===== src/rtl/seq_restoring_divider_if.sv =====
// seq_restoring_divider_if: start/done handshake and operand/result bundle for the sequential divider
interface seq_restoring_divider_if #(parameter int WIDTH = 4);
  logic start;
  logic [WIDTH-1:0] dividend;
  logic [WIDTH-1:0] divisor;
  logic busy;
  logic done;
  logic [WIDTH-1:0] quotient;
  logic [WIDTH-1:0] remainder;
  logic div_by_zero;
  modport master (output start, dividend, divisor, input busy, done, quotient, remainder, div_by_zero);
  modport slave (input start, dividend, divisor, output busy, done, quotient, remainder, div_by_zero);
endinterface


===== src/rtl/seq_restoring_divider.sv =====
// seq_restoring_divider: restoring shift-subtract divider, one step per clock (SIGNED_DIV_EN selects two's complement operands)
module seq_restoring_divider #(parameter int WIDTH = 4) (
  input logic clk,
  input logic rst,
  seq_restoring_divider_if.slave s
);
  localparam int CW = $clog2(WIDTH);
  typedef enum logic [1:0] {IDLE, CALC, DONE} state_t;
  state_t state, state_nx;
  logic [WIDTH:0] r, r_sh, r_nx;
  logic [WIDTH+1:0] sum;
  logic [WIDTH-1:0] q, q_nx, d, a_in, b_in, q_fin, r_fin;
  logic [CW-1:0] cnt;
  logic last, zero;
  assign zero = s.divisor == '0;
  assign last = cnt == CW'(WIDTH - 1);
  assign r_sh = (WIDTH+1)'({r, q[WIDTH-1]});
  assign sum = {1'b0, r_sh} + {2'b01, ~d} + (WIDTH+2)'(1);
  assign r_nx = sum[WIDTH+1] ? sum[WIDTH:0] : r_sh;
  assign q_nx = {q[WIDTH-2:0], sum[WIDTH+1]};
`ifdef SIGNED_DIV_EN
  logic sa, sb;
  assign a_in = s.dividend[WIDTH-1] ? -s.dividend : s.dividend;
  assign b_in = s.divisor[WIDTH-1] ? -s.divisor : s.divisor;
  assign q_fin = (sa ^ sb) ? -q_nx : q_nx;
  assign r_fin = sa ? -r_nx[WIDTH-1:0] : r_nx[WIDTH-1:0];
  // remember operand signs so the magnitude result can be corrected at completion
  always_ff @(posedge clk or posedge rst) begin
    if (rst) begin
      sa <= 1'b0;
      sb <= 1'b0;
    end else if (state == IDLE && s.start) begin
      sa <= s.dividend[WIDTH-1];
      sb <= s.divisor[WIDTH-1];
    end
  end
`else
  assign a_in = s.dividend;
  assign b_in = s.divisor;
  assign q_fin = q_nx;
  assign r_fin = r_nx[WIDTH-1:0];
`endif
  // state register
  always_ff @(posedge clk or posedge rst) begin
    if (rst) state <= IDLE;
    else state <= state_nx;
  end
  // next state and status outputs; a zero divisor skips straight to DONE
  always_comb begin
    state_nx = state;
    s.busy = state != IDLE;
    s.done = state == DONE;
    state_nx = state == IDLE ? (s.start ? (zero ? DONE : CALC) : IDLE) :
               state == CALC ? (last ? DONE : CALC) : IDLE;
  end
  // datapath: capture on accept, iterate in CALC, publish results only on completion
  always_ff @(posedge clk or posedge rst) begin
    if (rst) begin
      r <= '0;
      q <= '0;
      d <= '0;
      cnt <= '0;
      s.quotient <= '0;
      s.remainder <= '0;
      s.div_by_zero <= 1'b0;
    end else if (state == IDLE && s.start) begin
      r <= '0;
      q <= a_in;
      d <= b_in;
      cnt <= '0;
      if (zero) begin
        s.quotient <= '1;
        s.remainder <= s.dividend;
        s.div_by_zero <= 1'b1;
      end
    end else if (state == CALC) begin
      r <= r_nx;
      q <= q_nx;
      cnt <= cnt + CW'(1);
      if (last) begin
        s.quotient <= q_fin;
        s.remainder <= r_fin;
        s.div_by_zero <= 1'b0;
      end
    end
  end
endmodule

===== src/flat_wrapper.sv =====
// flat-port wrapper written by rule: the top's interface ports become plain ports
module seq_restoring_divider_flat 
#(parameter int WIDTH = 4)
  (clk, rst, s_start, s_dividend, s_divisor, s_busy, s_done, s_quotient, s_remainder, s_div_by_zero);
  seq_restoring_divider_if #(.WIDTH(WIDTH)) s_i ();
  input logic clk;
  input logic rst;
  input wire logic [$bits(s_i.start)-1:0] s_start;
  input wire logic [$bits(s_i.dividend)-1:0] s_dividend;
  input wire logic [$bits(s_i.divisor)-1:0] s_divisor;
  output wire logic [$bits(s_i.busy)-1:0] s_busy;
  output wire logic [$bits(s_i.done)-1:0] s_done;
  output wire logic [$bits(s_i.quotient)-1:0] s_quotient;
  output wire logic [$bits(s_i.remainder)-1:0] s_remainder;
  output wire logic [$bits(s_i.div_by_zero)-1:0] s_div_by_zero;
  assign s_i.start = s_start;
  assign s_i.dividend = s_dividend;
  assign s_i.divisor = s_divisor;
  assign s_busy = s_i.busy;
  assign s_done = s_i.done;
  assign s_quotient = s_i.quotient;
  assign s_remainder = s_i.remainder;
  assign s_div_by_zero = s_i.div_by_zero;
  seq_restoring_divider #(.WIDTH(WIDTH)) u_core (.clk(clk), .rst(rst), .s(s_i));
endmodule

===== config.mk =====
export PLATFORM = sky130hd
export DESIGN_NAME = seq_restoring_divider_flat
export DESIGN_NICKNAME = d
export VERILOG_FILES = /design/src/rtl/seq_restoring_divider_if.sv /design/src/rtl/seq_restoring_divider.sv /design/src/flat_wrapper.sv
export SDC_FILE = /design/constraint.sdc
export NUM_CORES = 1
export LEC_CHECK = 0
export ABC_AREA = 1
export CORE_AREA = 2 2 61 63
export DETAILED_ROUTE_END_ITERATION = 12
export DIE_AREA = 0 0 63 65
export HOLD_SLACK_MARGIN = 0.15
export SYNTH_ARGS = -nofsm -noshare
export SYNTH_HDL_FRONTEND = slang
export SYNTH_SLANG_ARGS = --single-unit

===== constraint.sdc =====
create_clock -name clk -period 4.43 [get_ports clk]
set_clock_uncertainty 0.05 [all_clocks]
set_input_delay 0.886 -clock clk [delete_from_list [all_inputs] [get_ports clk]]
set_output_delay 0.886 -clock clk [all_outputs]
set_load 0.01 [all_outputs]

==> reports/results.txt, run 1 <==
H-tree depth: 1
Leak: 0.0008295 uW
top fanout value on the critical path: 5
post-cts sizing count: 0
#FFs+latches synth: 25
Peak VDD IR: 0.0003222 V
die area: 4095 sq um
Post-route DRC: 0
Async S/R FF share, synth: 100.0%
worst setup margin: 2.020 ns
drt pass-1 iters: 4
Horiz. Die Dim: 63 um
finished layout cell area: 1609 sq um
netlist area before placement: 1334 sq um
Post-synth EDFFs: 0
Post-DP Area: 1582 sq um
Routed Antenna Nets: 0
grt total ovfl: 0
post-synth top area share: 46.90%
initial antenna violation count: 0
Yosys Warn Count: 0
CORE AREA: 3496 sq um
crit start category: register
Final Cycle Share: 54.41%
endpoint class of the critical path: output pin
Crit path largest cell delay: 0.54 ns
crit path kind: register to output pin
layout cells sized above 1: 8.602%
Synth top cells by count: nand2_1, dfrtp_1, inv_1
Synthesized Nets: 180
Final HPWL DP: 2120 um
count leader, synth: nand2_1
Sum Neg Setup Slack: 0 ns
Hold WC Path Type: register to register
Data required, critical path: 3.49 ns
CTS Buf Count: 3
wirelength, routed: 2782 um
GRT Util Overall: 15.06%
Clk Latency, worst-skew pair: 0.33 ns
area grow syn2layout: 20.64%
FF/Latch Area: 625.6 sq um
cell family with most CP delay: buffers and inverters
Power per Cell Area: 717.6 nW/um^2
worst slew pin tran: 0.9468 ns
drt initial violations: 24
Setup Fix Bufs, Post-CTS: 0
gpl congestion: 0.8224
Clock Path Buffers: 2
final hold slack: 0.4504 ns
WL/cell: 11.89 um
CTS tree: done
Vias/cell: 4.598
Worst slew margin: 36.81%
status: complete, no violations
Fillers: 365
post-synthesis cell count: 163
CP Cell Sequence: nor2_1 > clkdlybuf4s50_1
RSZ-0062 raised after global routing: no
register area share after synthesis: 46.90%
Crit path arrival time: 1.47 ns
crit path buf inv count: 1
ys flop type: dfrtp_1
# nets final: 204
Slowest-stage cell, CP: clkdlybuf4s50_1
vias in the first global route: 1,119
first-pass GRT wire length: 4885 um
row count: 22
Reg-to-Reg Start: u_core.state[1]
post-place setup slack: 1.838 ns
hold path startpoint: u_core.s.quotient[3]
Syn Area/Cell: 8.183 sq um
Setup crit start: u_core.state[0]
effective utilization at floorplan: 38.15%
final-report max-slew violation count: 0
clock tree root buffer cell: clkbuf_4
number of diodes: 0
f_max: 414.9 MHz
Finish-stage setup viols: 0
via count: 1,076
Die Height: 65 um
Tmin final: 2.410 ns
largest net degree at the start of global routing: 26
multi-input logic area: 584.3 sq um
Port Buffers: 21
clk sinks: 25
synth top area cells: dfrtp_1, nand2_1, inv_1
Worst-path clk slew: 0.14 ns
cts-stage hold buffer count: 0
Max Cap Violations: 0
endpoints failing hold: 0
Ports: 22
Synth cell types: 21
Yosys top cell by area: dfrtp_1
==> cells by family after synthesis <==
group / share of synthesized area, %
AND/OR/NAND/NOR: 29.64
buffers and inverters: 9.287
adder cells (fa/ha/maj): 6.191
AO/OA/AOI/OAI: 7.317
flip-flops: 46.90
XOR/XNOR: 0.6568
==> worst paths after layout <==
kind / to / slack, ns / cells past startpoint
setup / recovery: s_done / 2.02 / 2
hold / removal: u_core.s.quotient[3] / 0.45 / 2
setup reg to reg: u_core.s.remainder[1] / 2.67 / 8
hold reg to reg: u_core.s.quotient[3] / 0.45 / 2
max in group asynchronous: u_core.d[2] / 2.75 / 2
min in group asynchronous: u_core.s.quotient[1] / 1.00 / 2
==> layout make-up <==
class,count,area share [%]
clock inverters,1,0.3110
inverters,27,6.299
well taps,48,3.733
multi-input cells,109,36.31
clock buffers,3,1.400
repair buffers,21,13.06
flip-flops and latches,25,38.88
==> power by group <==
part	switching [uW]	internal (uW)
Combinational	377	266
Sequential	70.1	336
Clock	71.8	33.9
Total	519	636
==> cells in the final DEF (no fill, tap or decap) <==
| cell | instances |
|---|---|
| inv_2 | 6 |
| nor2_1 | 14 |
| or2_0 | 4 |
| nand2_1 | 47 |
| fa_1 | 1 |
| a32o_1 | 1 |
| nor2_8 | 1 |
| clkbuf_4 | 3 |
| clkinv_2 | 1 |
| xor2_1 | 1 |
| clkdlybuf4s50_1 | 21 |
| o21ai_1 | 5 |
| nor2_4 | 2 |
| dfrtp_1 | 25 |
| nand3_2 | 1 |
| inv_1 | 21 |
| ha_1 | 5 |
| nand2_2 | 2 |
| a21oi_1 | 4 |
| nand3_1 | 9 |
| o21ai_0 | 5 |
| nand4_1 | 5 |
| o221ai_1 | 2 |
==> worst register-to-register path, cell delays in order (launching register included) <==
cell	delay, ns
dfrtp_1	0.40
inv_2	0.13
nand3_2	0.37
nor2_4	0.34
nor2_8	0.07
nor2_1	0.12
nand3_1	0.10
nand2_1	0.07
inv_1	0.03
==> through the flow <==
| step | power, uW | util (%) | std cells |
|---|---|---|---|
| floorplan | 854.0 | - | 163 |
| global placement | 1046 | 45.24 | 230 |
| detailed placement | 1057 | 45.24 | 230 |
| CTS | 1164 | 46.03 | 234 |
| global route | 1278 | 46.03 | 234 |
| finish | 1155 | 46.03 | 234 |
==> state kept, by name, indices dropped and copies added, names as in the netlist <==
register / flops
u_core.d: 4
u_core.s.quotient: 4
u_core.cnt: 2
u_core.state: 2
u_core.s.remainder: 4
u_core.q: 4
u_core.s.div_by_zero: 1
u_core.r: 4
==> per-layer routing <==
metal / GRT usage (%) / vias to the layer above / wire length (um)
met1: 19.62 / 497 / 1338
met4: 4.167 / 0 / 25
met2: 26.60 / 18 / 1359
li1: - / 558 / -
met3: 1.563 / 3 / 59
met5: 0 / - / 0
Note: power is estimated with default switching activity, not from simulation.
==> run 2, diff against run 1 <==
clock period = 2.3 ns   (was 4.43 ns; I/O delays follow)
==> reports/results.txt, run 2 (synthesized netlist as in run 1, its figures left out) <==
crit start category: register
drt initial violations: 37 (+54%)
NetSw: 983.5 uW (+90%)
Crit path arrival time: 1.46 ns (about the same)
# nets final: 206 (+0.98%)
CORE AREA: 3496 sq um (unchanged)
Sum Neg Setup Slack: 0 ns (unchanged)
post-cts sizing count: 0 (unchanged)
Power per Cell Area: 1366 nW/um^2 (+90%)
Die Height: 65 um (unchanged)
vias in the first global route: 1,091 (-2.5%)
Peak VDD IR: 0.0004772 V (+48%)
Horiz. Die Dim: 63 um (unchanged)
cts-stage hold buffer count: 0 (unchanged)
Ports: 22 (unchanged)
area grow syn2layout: 21.76%
P_int: 1235 uW (+94%)
grt total ovfl: 0 (unchanged)
crit path kind: register to output pin
Total Power: 2218 uW (+92%)
endpoint class of the critical path: output pin
Max Cap Violations: 0 (unchanged)
Final HPWL DP: 2205 um (+4.0%)
Crit path largest cell delay: 0.54 ns (about the same)
Worst-path clk slew: 0.14 ns (about the same)
largest net degree at the start of global routing: 26 (unchanged)
final-report max-slew violation count: 0 (unchanged)
initial antenna violation count: 0 (unchanged)
Port Buffers: 21 (unchanged)
multi-input logic area: 584.3 sq um (unchanged)
Post-route DRC: 0 (unchanged)
Hold WC Path Type: primary input to asynchronous set/reset pin
wirelength, routed: 2782 um (unchanged)
clock share of power: 8.9% (-0.3 points)
Clk Latency, worst-skew pair: 0.33 ns (about the same)
Slowest-stage cell, CP: clkdlybuf4s50_1
Comb pwr share: 56.0% (+0.3 points)
CTS tree: done
commonest cells after routing, fill and taps aside: nand2_1, dfrtp_1, inv_1, clkdlybuf4s50_1, nor2_1
RSZ-0062 raised after global routing: no
row count: 22 (unchanged)
effective utilization at floorplan: 38.15% (unchanged)
worst slew pin tran: 0.3543 ns (-0.5925 ns)
Sw Ratio: 44.34% (-0.57 points)
top fanout value on the critical path: 5 (unchanged)
gpl congestion: 0.8241 (+0.21%)
clk sinks: 25 (unchanged)
Tmin final: 1.965 ns
Clock Path Buffers: 2 (unchanged)
Data required, critical path: 1.79 ns (-1.70 ns)
Setup Fix Bufs, Post-CTS: 0 (unchanged)
status: complete, no violations
most common cell after layout, fill and taps aside: nand2_1
FF/Latch Area: 625.6 sq um (unchanged)
Routed Antenna Nets: 0 (unchanged)
Fillers: 375 (+2.7%)
CTS Buf Count: 3 (unchanged)
Finish-stage setup viols: 0 (unchanged)
clock tree root buffer cell: clkbuf_4
layout cells sized above 1: 9.574% (+0.97 points)
via count: 1,063 (-1.2%)
CP Cell Sequence: nor2_1 > clkdlybuf4s50_1
first-pass GRT wire length: 4885 um (unchanged)
WL/cell: 11.79 um (-0.85%)
die area: 4095 sq um (unchanged)
part of the power in registers: 35.1% (about the same)
endpoints failing hold: 0 (unchanged)
H-tree depth: 1 (unchanged)
drt pass-1 iters: 4 (unchanged)
Final Cycle Share: 85.45%
Vias/cell: 4.504 (-2.0%)
Worst slew margin: 76.29% (+39 points)
number of diodes: 0 (unchanged)
GRT Util Overall: 15.42% (+0.36 points)
f_max: 508.8 MHz
Leak: 0.0008387 uW (+1.1%)
## run 2: cell type report
| class | count | area share (%) |
|---|---|---|
| Timing Repair Buffer | 23 | 13.87 |
| Inverter | 27 | 6.240 |
| Tap cell | 48 | 3.698 |
| Clock buffer | 3 | 1.387 |
| Multi-Input combinational cell | 109 | 35.98 |
| Sequential cell | 25 | 38.52 |
| Clock inverter | 1 | 0.3082 |
## run 2: path summary, 6_finish.rpt
path	slack, ns	depth (start not counted)	to	startpoint
worst min register to register	0.44	2	u_core.s.quotient[3]	u_core.s.quotient[3]
max in group asynchronous	1.54	3	u_core.d[1]	rst
worst max-delay path	0.33	2	s_done	u_core.state[0]
worst max register to register	0.59	9	u_core.s.remainder[2]	u_core.r[1]
min in group clk	0.44	2	u_core.s.quotient[3]	u_core.s.quotient[3]
worst min-delay path	0.40	3	u_core.state[1]	rst
## run 2: power groups by stage
stage	logic, uW	clock network (uW)	registers [uW]
4_1_cts	1260	206	781
2_1_floorplan	853	0	792
5_1_grt	1430	235	811
3_3_place_gp	1240	0	782
3_5_place_dp	1250	0	791
6_report	1240	198	778
## run 2: worst max-delay path: cells and delay by family, from the launching register on
family / cells / cell delay (ns)
buffers and inverters: 1 / 0.54
flip-flops: 1 / 0.47
AND/OR/NAND/NOR: 1 / 0.13
## run 2: routing by layer
| layer | share of wire (%) | global-route usage [%] | up-vias | wire length, um |
|---|---|---|---|---|
| met2 | 50 | 26.20 | 14 | 1386 |
| met4 | 1.4 | 5.000 | 0 | 39 |
| met5 | 0 | 0 | - | 0 |
| met3 | 2.7 | 2.431 | 5 | 74 |
| met1 | 46 | 20.11 | 483 | 1281 |
| li1 | - | - | 561 | - |
## run 2: per-stage QoR
step | instances | util (%) | hold WS (ns) | setup WS, ns | instance area [sq um]
floorplan | 163 | - | 0.3995 | 0.8015 | 1334
global placement | 232 | 45.67 | 0.4130 | 0.3607 | 1597
detailed placement | 232 | 45.67 | 0.4131 | 0.3248 | 1597
CTS | 236 | 46.46 | 0.4197 | 0.3121 | 1624
global route | 236 | 46.46 | 0.4054 | 0.2232 | 1624
finish | 236 | 46.46 | 0.4034 | 0.3346 | 1624
==> run 3, diff against run 2 <==
CTS_CLUSTER_DIAMETER = 150   (was not set)
==> results of run 3 <==
Same layout as run 2: the final DEF is identical, and so are final timing and power.
